### src/rtl/bram_burst_reader.sv
// Streams a burst of consecutive words out of a synchronous-read block RAM
// onto a valid/ready interface, with a 2-entry skid buffer for backpressure.
module bram_burst_reader #(
    parameter int unsigned DATA_W = 16,
    parameter int unsigned ADDR_W = 10,
    parameter int unsigned LEN_W  = 11
) (
    input  logic              clk,
    input  logic              rst,
    input  logic              start,
    input  logic [ADDR_W-1:0] base_addr,
    input  logic [LEN_W-1:0]  length,
    output logic              busy,
    output logic              done,
    output logic              ram_en,
    output logic [ADDR_W-1:0] ram_addr,
    input  logic [DATA_W-1:0] ram_dout,
    output logic              m_valid,
    output logic [DATA_W-1:0] m_data,
    output logic              m_last,
    input  logic              m_ready
);

    localparam int unsigned OCC_W = 3;

    typedef enum logic [1:0] {
        S_IDLE = 2'd0,
        S_RUN  = 2'd1,
        S_FIN  = 2'd2
    } state_t;

    state_t state;
    state_t next_state;

    logic [ADDR_W-1:0]             base_q;
    logic [LEN_W-1:0]              len_q;
    logic [LEN_W-1:0]              issued;
    logic [LEN_W-1:0]              recv;
    logic                          inflight;

    logic [1:0][DATA_W-1:0]        fifo_data;
    logic [1:0]                    fifo_last;
    logic                          rd_ptr;
    logic                          wr_ptr;
    logic [1:0]                    count;

    logic                          accept;
    logic                          issue;
    logic                          push;
    logic                          pop;
    logic [OCC_W-1:0]              occ;

    assign push = inflight;
    assign pop  = m_valid & m_ready;

    // Slots already committed after this cycle's pop; a read may be issued if one remains.
    assign occ  = OCC_W'(count) + OCC_W'(inflight) - OCC_W'(pop);

    // Next-state and read-issue decode
    always_comb begin
        next_state = state;
        accept     = 1'b0;
        issue      = 1'b0;
        case (state)
            S_IDLE: begin
                if (start) begin
                    accept     = 1'b1;
                    next_state = (length == '0) ? S_FIN : S_RUN;
                end
            end
            S_RUN: begin
                issue = (issued < len_q) && (occ < OCC_W'(2));
                if (pop && m_last) begin
                    next_state = S_FIN;
                end
            end
            S_FIN: begin
                next_state = S_IDLE;
            end
            default: begin
                next_state = S_IDLE;
            end
        endcase
    end

    // State register with registered status flags
    always_ff @(posedge clk) begin
        if (rst) begin
            state <= S_IDLE;
            busy  <= 1'b0;
            done  <= 1'b0;
        end else begin
            state <= next_state;
            busy  <= (next_state == S_RUN);
            done  <= (next_state == S_FIN);
        end
    end

    // Burst bookkeeping: captured request and issue counter
    always_ff @(posedge clk) begin
        if (rst) begin
            base_q   <= '0;
            len_q    <= '0;
            issued   <= '0;
            inflight <= 1'b0;
        end else begin
            if (accept) begin
                base_q <= base_addr;
                len_q  <= length;
                issued <= '0;
            end else if (issue) begin
                issued <= issued + LEN_W'(1);
            end
            inflight <= issue;
        end
    end

    // Two-entry output FIFO; each entry carries its own last-word flag
    always_ff @(posedge clk) begin
        if (rst) begin
            fifo_data <= '0;
            fifo_last <= '0;
            rd_ptr    <= 1'b0;
            wr_ptr    <= 1'b0;
            count     <= '0;
            recv      <= '0;
        end else begin
            if (accept) begin
                recv <= '0;
            end else if (push) begin
                fifo_data[wr_ptr] <= ram_dout;
                fifo_last[wr_ptr] <= (recv == len_q - LEN_W'(1));
                wr_ptr            <= ~wr_ptr;
                recv              <= recv + LEN_W'(1);
            end
            if (pop) begin
                rd_ptr <= ~rd_ptr;
            end
            count <= count + 2'(push) - 2'(pop);
        end
    end

    assign ram_en   = issue;
    assign ram_addr = base_q + ADDR_W'(issued);
    assign m_valid  = (count != 2'd0);
    assign m_data   = fifo_data[rd_ptr];
    assign m_last   = m_valid & fifo_last[rd_ptr];

endmodule

### config.mk
export PLATFORM = sky130hd
export DESIGN_NAME = bram_burst_reader
export DESIGN_NICKNAME = d
export VERILOG_FILES = /design/src/rtl/bram_burst_reader.sv
export SDC_FILE = /design/constraint.sdc
export NUM_CORES = 1
export LEC_CHECK = 0
export ABC_AREA = 1
export BUFFER_PORTS_ARGS = -buffer_cell sky130_fd_sc_hd__buf_2
export CAP_MARGIN = 5
export CORE_MARGIN = 1
export CORE_UTILIZATION = 53
export CTS_BUF_LIST = sky130_fd_sc_hd__clkbuf_2
export CTS_CLUSTER_SIZE = 40
export DETAILED_ROUTE_END_ITERATION = 16
export PLACE_DENSITY_LB_ADDON = 0.15
export SLEW_MARGIN = 10
export SYNTH_ARGS = -nofsm -noshare
export SYNTH_HDL_FRONTEND = slang
export SYNTH_SLANG_ARGS = --single-unit
### constraint.sdc
create_clock -name clk -period 3.55 [get_ports clk]
set_input_delay 0.8875 -clock clk [delete_from_list [all_inputs] [get_ports clk]]
set_output_delay 0.8875 -clock clk [all_outputs]
set_load 0.03 [all_outputs]
==> results of run 1 <==
state kept, by name (all words and copies together) (netlist names):
signal,flops
issued,11
state,2
base_q,10
len_q,11
wr_ptr,1
rd_ptr,1
fifo_data,32
busy,1
fifo_last,2
inflight,1
recv,11
count,2
done,1
tightest hold or removal path: stages, from the launching register on:
cell and delay, ps:
dfxtp_1 360, inv_1 50, a21oi_1 50
cell type report:
cell class,count,share of cell area
multi-input cells,479,0.473
flip-flops and latches,86,0.326
repair buffers,90,0.0956
inverters,81,0.0574
well taps,105,0.0248
clock inverters,7,0.0149
clock buffers,9,0.00850
cell usage in the layout, fill, tap and decap left out, types with 12 or more instances in the layout:
master,n
ha_1,23
inv_1,74
nor2_1,68
xor2_1,12
buf_4,20
nand2_1,158
a21oi_1,72
dfxtp_1,82
nand3_1,24
buf_2,69
o21ai_0,60
power by group through the flow:
| stage | combinational, mW | clock (mW) | sequential (mW) |
|---|---|---|---|
| 3_3_place_gp | 0.719 | 0 | 1.13 |
| 6_report | 0.872 | 0.516 | 1.12 |
| 4_1_cts | 0.873 | 0.536 | 1.12 |
| 5_1_grt | 0.967 | 0.575 | 1.14 |
| 3_5_place_dp | 0.732 | 0 | 1.14 |
| 2_1_floorplan | 0.573 | 0 | 1.11 |
logic make-up after synthesis:
family	Yosys count
flops	86
simple gates	288
fa+ha+maj	26
compound gates	144
mux	1
xor+xnor	20
buf+inv	104
path summary, 6_finish.rpt:
| path | startpoint | to | cells past startpoint |
|---|---|---|---|
| max | count[1] | ram_en | 12 |
| min | fifo_data[6] | fifo_data[6] | 2 |
| max reg2reg | count[1] | issued[9] | 20 |
| min reg2reg | fifo_data[6] | fifo_data[6] | 2 |
routing by layer:
| layer | GRT usage | share of wire |
|---|---|---|
| met5 | 0 | 0 |
| met1 | 0.313 | 0.45 |
| met2 | 0.429 | 0.48 |
| met3 | 0.0351 | 0.046 |
| met4 | 0.114 | 0.022 |
stage by stage:
stage | setup WS [ps] | hold slack, ps | total power, mW | area [µm²]
after CTS | -155 | 468 | 2.53 | 5290
after global routing | -305 | 480 | 2.68 | 5300
final | -91.4 | 463 | 2.51 | 5300
after detailed placement | -169 | 440 | 1.87 | 5050
after global placement | -135 | 431 | 1.85 | 5050
after floorplan | 65.5 | 424 | 1.68 | 4630
timing repair:
item | in CTS | in global routing
endpoints found under the setup margin | 1 | 15
setup buffers | 12 | 3
resized for setup | 11 | 7
pin swaps | 4 | 2
==> impl_metrics.py, run 1 <==
metrics = {
    "global_routing": {
        "first_global_vias": 4071,
        "grt.total_usage": 0.251,
        "grt_pass1_wl_mm": 17.8,
        "grt_max_degree": 33,
        "gr-total-overflow": 0,
        "antenna_found_initial": 0,
    },
    "run_status": {
        "outcome": "finished, violations left",
        "violations": "negative setup slack",
    },
    "logic_synthesis": {
        "avgSynthCellArea_um2": 6.91,
        "synth_cell_types": 29,
        "synth_edf_count": 0,
        "synth_compound_area_frac": 0.158,
        "yosysSeqAreaShare": 0.372,
        "synthSimpleGateAreaFrac": 0.263,
        "synthTopCellsByArea": "dfxtp_1 (37%), nand2_1 (13%), a21oi_1 (7.9%), o21ai_0 (6.6%), ha_1 (6.5%)",
        "synth_seq_cells": 86,
        "muxShareOfSynthArea": 0.00216,
        "synth_top_family_by_area": "simple AND/OR/NAND/NOR gates",
        "synth_xor_xnor_area_share": 0.0379,
        "syn-num-nets": 736,
        "yosysTopAreaCellShare": 0.372,
        "yosys_warnings": 0,
        "synthAdderAreaFrac": 0.0736,
        "yosysMostFrequentCell": "nand2_1",
        "yosysTopAreaCell": "dfxtp_1",
        "ys_async_sr_fraction": 0,
        "synth_flop_cell": "dfxtp_1",
        "synthCells": 669,
        "ys_top_cells_by_count": "nand2_1 (159), dfxtp_1 (86), inv_1 (74)",
        "syn_area_mm2": 0.00463,
    },
    "placed_design": {
        "gp_congestion": 0.933,
        "io_buffers": 71,
        "dp.cells": 830,
        "hpwl_mm": 7.94,
    },
    "critical_path": {
        "worstSetupStartpointType": "flop",
        "slowest_delay_ps": 460,
        "crit_required_ps": 2660,
        "path_delay_family": "adder cells",
        "critPathKind": "flop to output pin",
        "cp_slowest_cell": "fa_1",
        "rrSetupSlack_ps": 260,
        "path_cells": "nor2_4 -> nor2_2 -> ha_1 -> inv_1 -> ha_2 -> fa_1 -> nor2_1 -> nand4_1 -> nor3b_2 -> nand2_1 -> inv_2 -> buf_6",
        "path_max_fanout": 2,
        "cp-end-kind": "output pin",
        "cp.buffers_inverters": 3,
        "arrival_ps": 2750,
    },
    "pwr": {
        "p_leak_nw": 2.38,
        "combPwrFrac": 0.347,
        "switching_share": 0.402,
        "power_frac_seq": 0.447,
        "power_density_mw_per_mm2": 474,
        "clockPowerShare": 0.205,
        "switchingPower_mw": 1.01,
        "irDropWorstVdd_mv": 0.279,
        "p_int_mw": 1.50,
    },
    "layout": {
        "fin_cells": 857,
        "regArea_mm2": 0.00173,
        "num_antenna_cells": 0,
        "drive_above_1_share": 0.189,
        "final_util": 0.635,
        "fillCellCount": 783,
        "multi_input_area_mm2": 0.00250,
        "layout.nets": 814,
        "synthToLayoutAreaGrowth_pct": 14.6,
    },
    "floorplan": {
        "rows": 33,
        "start_util": 0.555,
        "coreArea_mm2": 0.00834,
        "die-area_mm2": 0.00910,
        "die_w_um": 95.4,
        "ioPinCount": 72,
        "die_h_um": 95.4,
    },
    "job": {
        "maxCapViolCount": 0,
    },
    "routing": {
        "num_vias": 4512,
        "drc": 0,
        "drt_iter0_drc": 211,
        "wl_per_cell_um": 12.7,
        "viasPerCell": 5.26,
        "ant_nets": 0,
        "wirelength_mm": 10.9,
        "dr.pass1.iters": 5,
    },
    "min_path": {
        "min_path_type": "flop to flop",
    },
    "sta": {
        "rsz0062_at_grt": "true",
        "max_freq_mhz": 275,
        "tns_ps": -91.4,
        "setup_violations": 1,
        "worstMarginPinSlew_ps": 613,
        "fin_crit_sh": 1.03,
        "relSlewSlack": 0.591,
        "hold_viol": 0,
        "period_minus_slack_ps": 3640,
        "drv_slew": 0,
        "skew_ps": 35.9,
        "final.setup.worst_slack_ps": -91.4,
    },
    "clocking": {
        "clock-root-buffer": "clkbuf_2",
        "clock_latency_ps": 560,
        "htreeDepth": 3,
        "numClockSinks": 86,
        "cts_max_path_buffers": 2,
        "cts_tree": "yes",
        "cts_hold_buf": 0,
        "clk_pin_slew_ps": 290,
        "cts_buffers": 9,
    },
}
(Power assumes the default switching activity.)
==> inputs of run 2 (changes only) <==
Settings changed: BUFFER_PORTS_ARGS -buffer_cell sky130_fd_sc_hd__buf_2 to -buffer_cell sky130_fd_sc_hd__clkbuf_2.
==> impl_metrics.py, run 2 (synthesized netlist as in run 1, its figures left out) <==
metrics = {
    "run_status": {
        "outcome": "finished, violations left",
        "violations": "negative setup slack",
    },
    "min_path": {
        "min_path_type": "flop to flop",
        "whs_path_depth": 2,
        "hold_path_startpoint": "fifo_data[1]",
        "holdPathEnd": "fifo_data[1]",
    },
    "sta": {
        "whs_ps": 462,
        "period_minus_slack_ps": 3720,
        "rsz0062_at_grt": "true",
        "skew_ps": 33.5,
        "relSlewSlack": 0.492,
        "worstMarginPinSlew_ps": 761,
        "hold_viol": 0,
        "fin_crit_sh": 1.05,
        "drv_slew": 0,
        "max_freq_mhz": 269,
        "setup_violations": 1,
        "final.setup.worst_slack_ps": -169,
    },
    "clocking": {
        "clk_pin_slew_ps": 240,
        "htreeDepth": 3,
        "cts_tree": "yes",
        "numClockSinks": 86,
        "clock-root-buffer": "clkbuf_2",
        "cts_buffers": 9,
        "cts_hold_buf": 0,
        "cts_max_path_buffers": 2,
        "clock_latency_ps": 560,
    },
    "layout": {
        "drive_above_1_share": 0.185,
        "layout.nets": 809,
        "fin_cells": 852,
        "largest_register_ffs": 32,
        "design_area_mm2": 0.00527,
        "synthToLayoutAreaGrowth_pct": 13.9,
        "largest_register": "fifo_data",
        "mostFrequentLayoutCell": "nand2_1",
        "final_cell_mix": "nand2_1 (159), dfxtp_1 (83), clkbuf_2 (77)",
        "num_antenna_cells": 0,
    },
    "critical_path": {
        "crit_required_ps": 2660,
        "r2r-start": "count[0]",
        "cp_slowest_cell": "fa_1",
        "reg2regPathDepth": 14,
        "worstSetupStartpointType": "flop",
        "rrSetupSlack_ps": 970,
        "cp-end-kind": "output pin",
        "arrival_ps": 2830,
        "rr_endpoint": "issued[3]",
        "slowest_delay_ps": 460,
        "critPathLaunch": "count[0]",
        "path_cells": "nor2_4 -> nor2_4 -> ha_4 -> inv_2 -> ha_4 -> fa_1 -> nor2_1 -> nand4_1 -> nor3b_2 -> nand2_1 -> inv_2 -> buf_8",
        "cp.buffers_inverters": 3,
        "path_max_fanout": 2,
        "critPathKind": "flop to output pin",
        "path_delay_family": "adder cells",
    },
    "pwr": {
        "switchingPower_mw": 0.988,
        "power_density_mw_per_mm2": 468,
        "p_int_mw": 1.48,
        "clockPowerShare": 0.195,
        "combPwrFrac": 0.353,
        "p_leak_nw": 2.33,
        "power_frac_seq": 0.451,
        "irDropWorstVdd_mv": 0.384,
        "switching_share": 0.401,
    },
    "global_routing": {
        "grt.total_usage": 0.249,
        "first_global_vias": 3926,
        "met3_usage": 0.0407,
        "antenna_found_initial": 0,
        "grt_busiest_layer": "met2",
        "grtUsageMet1": 0.309,
        "groute.layer.met2.usage": 0.414,
        "grt_pass1_wl_mm": 17.6,
        "gr-total-overflow": 0,
        "grt_max_degree": 34,
    },
    "job": {
        "maxCapViolCount": 0,
    },
    "floorplan": {
        "ioPinCount": 72,
        "rows": 33,
        "die_h_um": 95.4,
        "die_w_um": 95.4,
        "die-area_mm2": 0.00910,
        "start_util": 0.555,
        "coreArea_mm2": 0.00834,
    },
    "routing": {
        "wirelength_mm": 10.9,
        "dr.pass1.iters": 4,
        "drt_iter0_drc": 235,
        "ant_nets": 0,
        "viasPerCell": 5.17,
        "drc": 0,
        "num_vias": 4403,
        "wl_per_cell_um": 12.8,
    },
    "placed_design": {
        "post_dp_cell_area_mm2": 0.00505,
        "dp.cells": 830,
        "io_buffers": 71,
        "gp_congestion": 0.903,
        "hpwl_mm": 7.98,
    },
}
## run 2: cell types whose count changed in the layout (fill, tap and decap cells not counted), sizes merged
cell / delta
clkbuf: +68
inv: +1
clkinv: -1
buf: -73
## run 2: worst reg2reg max path, delay by kind of cell, from the launching register on
kind,cells,cell delay (ps)
AOI/OAI and AO/OA,1,120
DFF,1,390
adders and majority gates,3,870
buffers and inverters,3,320
and+or+nand+nor,7,850
## run 2: layer usage
metal  up-vias  share of wire
met2        87           0.47
met5         -              0
met3        22          0.042
li1       2305              -
met4         0          0.022
met1      1989           0.46
## run 2: what timing repair did
item	4_1_cts	5_1_grt
pin swaps	3	7
endpoints found under the setup margin	1	4
buffers inserted	3	3
gates resized for setup	10	14
## run 2: cell type report
cell class | instances | area [µm²]
fillers | 794 | 3070
repair buffers | 85 | 475
multi-input cells | 479 | 2530
clock inverters | 7 | 56.3
clock buffers | 9 | 45.0
inverters | 81 | 304
well taps | 105 | 131
flip-flops and latches | 86 | 1730
## run 2: power groups by stage
stage | sequential [mW] | combinational, mW | clock [mW]
after floorplan | 1.11 | 0.573 | 0
after global placement | 1.12 | 0.729 | 0
after global routing | 1.13 | 0.970 | 0.538
after detailed placement | 1.12 | 0.749 | 0
after CTS | 1.11 | 0.810 | 0.501
final | 1.11 | 0.872 | 0.482
## run 2: through the flow
step,utilization,setup WS [ps],total power [mW],TNS (ps)
after CTS,0.624,-120,2.42,-120
after floorplan,-,65.5,1.68,0
final,0.632,-169,2.47,-169
after detailed placement,0.605,-209,1.87,-209
after global placement,0.605,-154,1.85,-154
after global routing,0.632,-308,2.63,-308
## run 2: worst max-delay path by stage
stage,endpoint,slack [ps],cells past startpoint
finish,ram_en,-170,12
global route,ram_en,-310,12
CTS,ram_en,-120,12
detailed placement,ram_en,-210,13
global placement,ram_en,-150,13
floorplan,ram_en,70,12
